[config.mk]
export PLATFORM = sky130hd
export DESIGN_NAME = instr_queue_fetch
export DESIGN_NICKNAME = d
export VERILOG_FILES = /design/src/rtl/instr_queue_fetch.sv
export SDC_FILE = /design/constraint.sdc
export NUM_CORES = 1
export LEC_CHECK = 0
export ABC_AREA = 0
export CAP_MARGIN = 20
export CORE_MARGIN = 2
export CORE_UTILIZATION = 45
export DETAILED_ROUTE_END_ITERATION = 6
export PLACE_DENSITY_LB_ADDON = 0.08
export REMOVE_ABC_BUFFERS = 1
export SYNTH_ARGS = -nofsm -noshare
export SYNTH_HDL_FRONTEND = slang
export SYNTH_SLANG_ARGS = --single-unit
[constraint.sdc]
create_clock -name clk -period 4.32 [get_ports clk]
set_input_delay 0.648 -clock clk [delete_from_list [all_inputs] [get_ports clk]]
set_output_delay 0.648 -clock clk [all_outputs]
set_load 0.05 [all_outputs]
[src/rtl/instr_queue_fetch.sv]
// Instruction queue between the loader write strobe and the 19-bit CPU decode stage.
// Words are buffered in order and issued one per handshake, with flush and enable gating.
module instr_queue_fetch #(
  parameter int IW    = 19,
  parameter int DEPTH = 8,
  parameter int AW    = 3,
  parameter int CW    = 16
) (
  input  logic          clk,
  input  logic          rst,
  input  logic          en,
  input  logic          we_IM,
  input  logic [IW-1:0] codein,
  input  logic          flush,
  output logic [IW-1:0] instr_out,
  output logic          instr_valid,
  input  logic          instr_ready,
  output logic [1:0]    op_cls,
  output logic [2:0]    op_code,
  output logic [AW:0]   count,
  output logic          full,
  output logic          empty,
  output logic          overflow,
  output logic [CW-1:0] issued
);

  typedef enum logic [1:0] {
    IDLE  = 2'd0,
    RUN   = 2'd1,
    FLUSH = 2'd2
  } state_t;

  state_t        state;
  state_t        state_next;
  logic [IW-1:0] mem [DEPTH];
  logic [AW-1:0] wr_ptr;
  logic [AW-1:0] rd_ptr;
  logic [AW:0]   count_next;
  logic          push;
  logic          pop;
  logic          valid_q;

  assign instr_valid = valid_q;
  assign instr_out   = mem[rd_ptr];
  assign op_cls      = instr_out[IW-1:IW-2];
  assign op_code     = instr_out[IW-3:IW-5];

  // A flush discards any handshake or write landing in the same cycle.
  assign pop  = valid_q && instr_ready && !flush;
  assign push = we_IM && (!full || pop) && !flush;

  always_comb begin
    state_next = state;
    unique case (state)
      IDLE:    state_next = flush ? FLUSH : (en ? RUN : IDLE);
      RUN:     state_next = flush ? FLUSH : (en ? RUN : IDLE);
      FLUSH:   state_next = en ? RUN : IDLE;
      default: state_next = IDLE;
    endcase
  end

  always_comb begin
    count_next = count;
    if (flush) begin
      count_next = '0;
    end else if (push && !pop) begin
      count_next = count + (AW+1)'(1);
    end else if (pop && !push) begin
      count_next = count - (AW+1)'(1);
    end
  end

  // instr_valid is registered from next-state values so a word written into an
  // empty queue is visible with no extra bubble.
  always_ff @(posedge clk) begin
    if (rst) begin
      state    <= IDLE;
      valid_q  <= 1'b0;
      wr_ptr   <= '0;
      rd_ptr   <= '0;
      count    <= '0;
      full     <= 1'b0;
      empty    <= 1'b1;
      overflow <= 1'b0;
      issued   <= '0;
    end else begin
      state   <= state_next;
      valid_q <= (state_next == RUN) && (count_next != '0);
      count   <= count_next;
      full    <= (count_next == (AW+1)'(DEPTH));
      empty   <= (count_next == '0);
      if (flush) begin
        wr_ptr <= '0;
        rd_ptr <= '0;
      end else begin
        if (push) wr_ptr <= wr_ptr + AW'(1);
        if (pop)  rd_ptr <= rd_ptr + AW'(1);
      end
      if (pop) issued <= issued + CW'(1);
      if (we_IM && full && !pop && !flush) overflow <= 1'b1;
    end
  end

  always_ff @(posedge clk) begin
    if (!rst && push) mem[wr_ptr] <= codein;
  end

endmodule
# Word-level counts from Yosys, hierarchy flattened
# Memory sizes are Yosys's and may differ from the RTL's. A register that Yosys moved wholly into a read port is not among the register bits.
# Cells that the tools add are included.
# word_totals
regBits	32
latch_bits	0
mem_bits_rw	152
mem_bits_ro	0
input_bits	25
output_inout_bits	48
memories	1
# memory_table
name	words	word_bits	read_ports	rd_clocked_by_memory_dff	wr	line_no	rtl
mem	8	19	1	1	1	35	logic [IW-1:0] mem [DEPTH];
# op_classes
n_addsub	5
mul	0
n_div	0
n_lt_le_gt_ge	0
eq_ne	4
n_shift	0
n_mux	10
n_bitwise	0
reduce_logical	22
# ops
op	count
$add 16x1->16 const B	1
$mux 4	3
$logic_and 1x1->1	11
$add 3x1->3 const B	2
$mux 3	2
$logic_not 1->1	5
$add 4x1->4 const B	1
$eq 2x1->1 const B	2
$eq 4x4->1 const B	1
$logic_not 4->1	1
$pmux 2 s2	1
$reduce_bool 4->1	1
$reduce_or 2->1	2
$sub 4x1->4 const B	1
$mux 1	3
$eq 2x2->1 const B	1
$logic_not 2->1	1
$mux 2	1
$logic_or 1x1->1	1

# Longest topological paths before layout
# logic_depth
ltp_word	12
ltp_mapped	7

# Worst setup path after synthesis
# OpenSTA, ideal clock, no wires.
# synth_timing
path_type	flip-flop to flip-flop
start	reg valid_q (netlist: instr_valid)
end	mem mem[1][0], enable pin
arrival_time_ns	3.418
path_slack_ns	0.451
path_stages_with_launch	5
path_buffers	0
path_cell_list	dfxtp_1 > nand2_2 > a21boi_2 > nand2b_1 > nor4b_1
# synth_via
elab_chain_cells	8
# synth_lines
element	line_no	rtl
start: declaration	41	logic valid_q;
start signal: assignment	88	valid_q <= (state_next == RUN) && (count_next != '0);
$logic_and 1x1->1 (2 in a row)	49	assign pop = valid_q && instr_ready && !flush;
$logic_or 1x1->1	50	assign push = we_IM && (!full || pop) && !flush;
$logic_and 1x1->1 (2 in a row)	50	
$logic_and 1x1->1	105	if (!rst && push) mem[wr_ptr] <= codein;
$mux 1	105	
$mux 1 (implied by the code)	105	
end: declaration	35	
# Every way passes these cells.

==> results.json <==
{
  "setup_violations": 0,
  "status": "finished clean",
  "crit_family": "buffers and inverters",
  "grt_max_degree": 39,
  "crit_path_max_incr_delay_ns": 0.70,
  "grt_pass1_vias": 3967,
  "totalWireLength_um": 14100,
  "path_class": "reg -> out",
  "dp_slack_ns": 1.15,
  "die_x_um": 132,
  "ys_seq_area_frac": 0.717,
  "gp_congestion": 0.830,
  "htree_levels": 4,
  "drtPass1Iterations": 4,
  "finalMaxSlewViolations": 0,
  "skew_ns": 0.00397,
  "synth_ff_type": "edfxtp_1",
  "clkSinkCount": 187,
  "hp-class": "reg -> reg",
  "wl_per_cell_um": 19.7,
  "tightest_slew_ns": 0.595,
  "antenna_cells": 0,
  "fin_crit_ns": 3.54,
  "worstPathRequired_ns": 3.67,
  "critPathBufInv": 2,
  "cp-end-kind": "primary output",
  "final_util": 0.563,
  "hold_buffers": 0,
  "drt_iter0_markers": 284,
  "cts_tree": "built",
  "start_kind": "flip-flop",
  "crit_slowest_cell": "clkdlybuf4s50_1",
  "cp_cell_sequence": "buf_12, mux4_2, mux2_2, clkdlybuf4s50_1",
  "overflow": 0,
  "vias": 3808,
  "netlist_instances": 401,
  "ys.warnings.count": 0,
  "ctsResizeCount": 0,
  "setup_ws_ns": 0.777,
  "start_util": 0.460,
  "fmax_mhz": 282,
  "ys_async_sr_fraction": 0,
  "crit_arrival_ns": 2.90,
  "clk_latency_ns": 0.42,
  "avgSynthCellArea_um2": 18.3,
  "power.leakage_nw": 2.81,
  "tns_ns": 0,
  "clockBufferDepth": 2,
  "finalCritPeriodShare": 0.820,
  "antenna_found_initial": 0,
  "holdWs_ns": 0.500,
  "portBuffers": 72,
  "numCtsBuffers": 17,
  "path_max_fanout": 28,
  "relSlewSlack": 0.604,
  "clk_pin_slew_ns": 0.06,
  "grt.total_usage": 0.170,
  "die_h_um": 132,
  "grt_pass1_wl_um": 22200,
  "dieArea_um2": 17400,
  "num_rows": 46,
  "syn2layout_area_growth_pct": 22.3,
  "ios": 73,
  "ys_ff_latch": 187,
  "syn_area_um2": 7340,
  "hold_viol": 0,
  "core_area_um2": 15900,
  "viasPerCell": 5.32,
  "dp_hpwl_um": 8500,
  "drc_errors": 0,
  "synthDistinctLibCells": 49,
  "power.density_nw_per_um2": 405,
  "drive_above_1_share": 0.244,
  "fin_nets": 517,
  "peakVddDrop_uv": 290,
  "rsz0062_at_grt": "no",
  "cts-root-buf": "clkbuf_16",
  "ant_nets": 0,
  "synth_edf_count": 152,
  "cts_setup_buffers": 0,
  "max_cap_viol_count": 0
}
## logic make-up after synthesis
kind of cell | share of synthesized area
flip-flops | 0.717
buffers and inverters | 0.0187
XOR/XNOR | 0.0227
AO/OA/AOI/OAI | 0.0215
AND/OR/NAND/NOR | 0.0643
multiplexers | 0.147
adder cells (fa/ha/maj) | 0.00852
## worst register-to-register path: stages, from the launching register on
cell	delay (ns)
dfxtp_1	0.49
nand2_2	0.18
a21boi_2	0.31
nand2_1	0.20
nor4b_2	0.41
buf_4	0.38
## final cells by class
type	count	area, um^2
clock buffer	20	437
timing repair buffer	88	853
inverter	6	22.5
multi-input combinational	187	1980
fill	1242	6970
tap	216	270
clock inverter	12	148
sequential	187	5270
## metrics by stage
stage	std cells	instance area, um^2	total power [mW]
finish	716	8980	3.64
global route	716	8980	3.74
CTS	716	8980	3.68
detailed placement	684	8390	2.14
global placement	684	8390	2.14
floorplan	380	7230	2.07
## layout by cell type (no fill, tap or decap), types with 8 or more instances in the layout
cell type,count
nand2_1,11
clkdlybuf4s50_1,72
mux4_2,38
xnor2_1,10
dfxtp_1,34
mux2_2,19
edfxtp_1,152
buf_4,15
nor2_1,25
xor2_1,9
clkbuf_16,17
nand3_1,8
## path summary, 6_finish.rpt
kind              slack (ns)  cells after the start          to        start
hold / removal          0.50                      2   rd_ptr[1]    rd_ptr[1]
setup reg to reg        2.02                      5   mem[5][1]  instr_valid
setup / recovery        0.78                      4  op_code[2]    flip-flop
hold reg to reg         0.50                      2   rd_ptr[1]    rd_ptr[1]
## sequential cells by signal (all words and copies together) (netlist names), 2 cells and up, named ones only
signal	count
wr_ptr	3
rd_ptr	3
issued	16
mem	152
count	4
state	2
## report_power, final
group / total (mW) / internal (mW) / switching [mW]
Clock: 1.54 / 0.906 / 0.631
Sequential: 1.96 / 1.96 / 0.00608
Combinational: 0.140 / 0.0562 / 0.0839
Total: 3.64 / 2.92 / 0.721
## synthesized netlist by cell type, types with 3 or more instances
library cell | instances | area share
a21oi_1 | 7 | 0.0048
buf_2 | 5 | 0.0034
buf_4 | 6 | 0.0061
clkbuf_1 | 8 | 0.0041
dfxtp_1 | 35 | 0.095
edfxtp_1 | 152 | 0.62
ha_1 | 5 | 0.0085
inv_1 | 6 | 0.0031
mux2_2 | 19 | 0.029
mux4_2 | 38 | 0.12
nand2_1 | 11 | 0.0056
nand3_1 | 8 | 0.0055
nand4_1 | 3 | 0.0026
nor2_1 | 27 | 0.014
nor4_1 | 3 | 0.0026
nor4b_1 | 5 | 0.0060
o21ai_0 | 4 | 0.0027
or3_1 | 3 | 0.0026
xnor2_1 | 10 | 0.012
xor2_1 | 9 | 0.011
## per-layer routing
layer | wire [um] | part of all wire | global-route usage
met3 | 609 | 0.043 | 0.0382
met5 | 0 | 0 | 0
met1 | 6380 | 0.45 | 0.232
met4 | 191 | 0.014 | 0.0562
met2 | 6910 | 0.49 | 0.273
(Power assumes the default switching activity.)
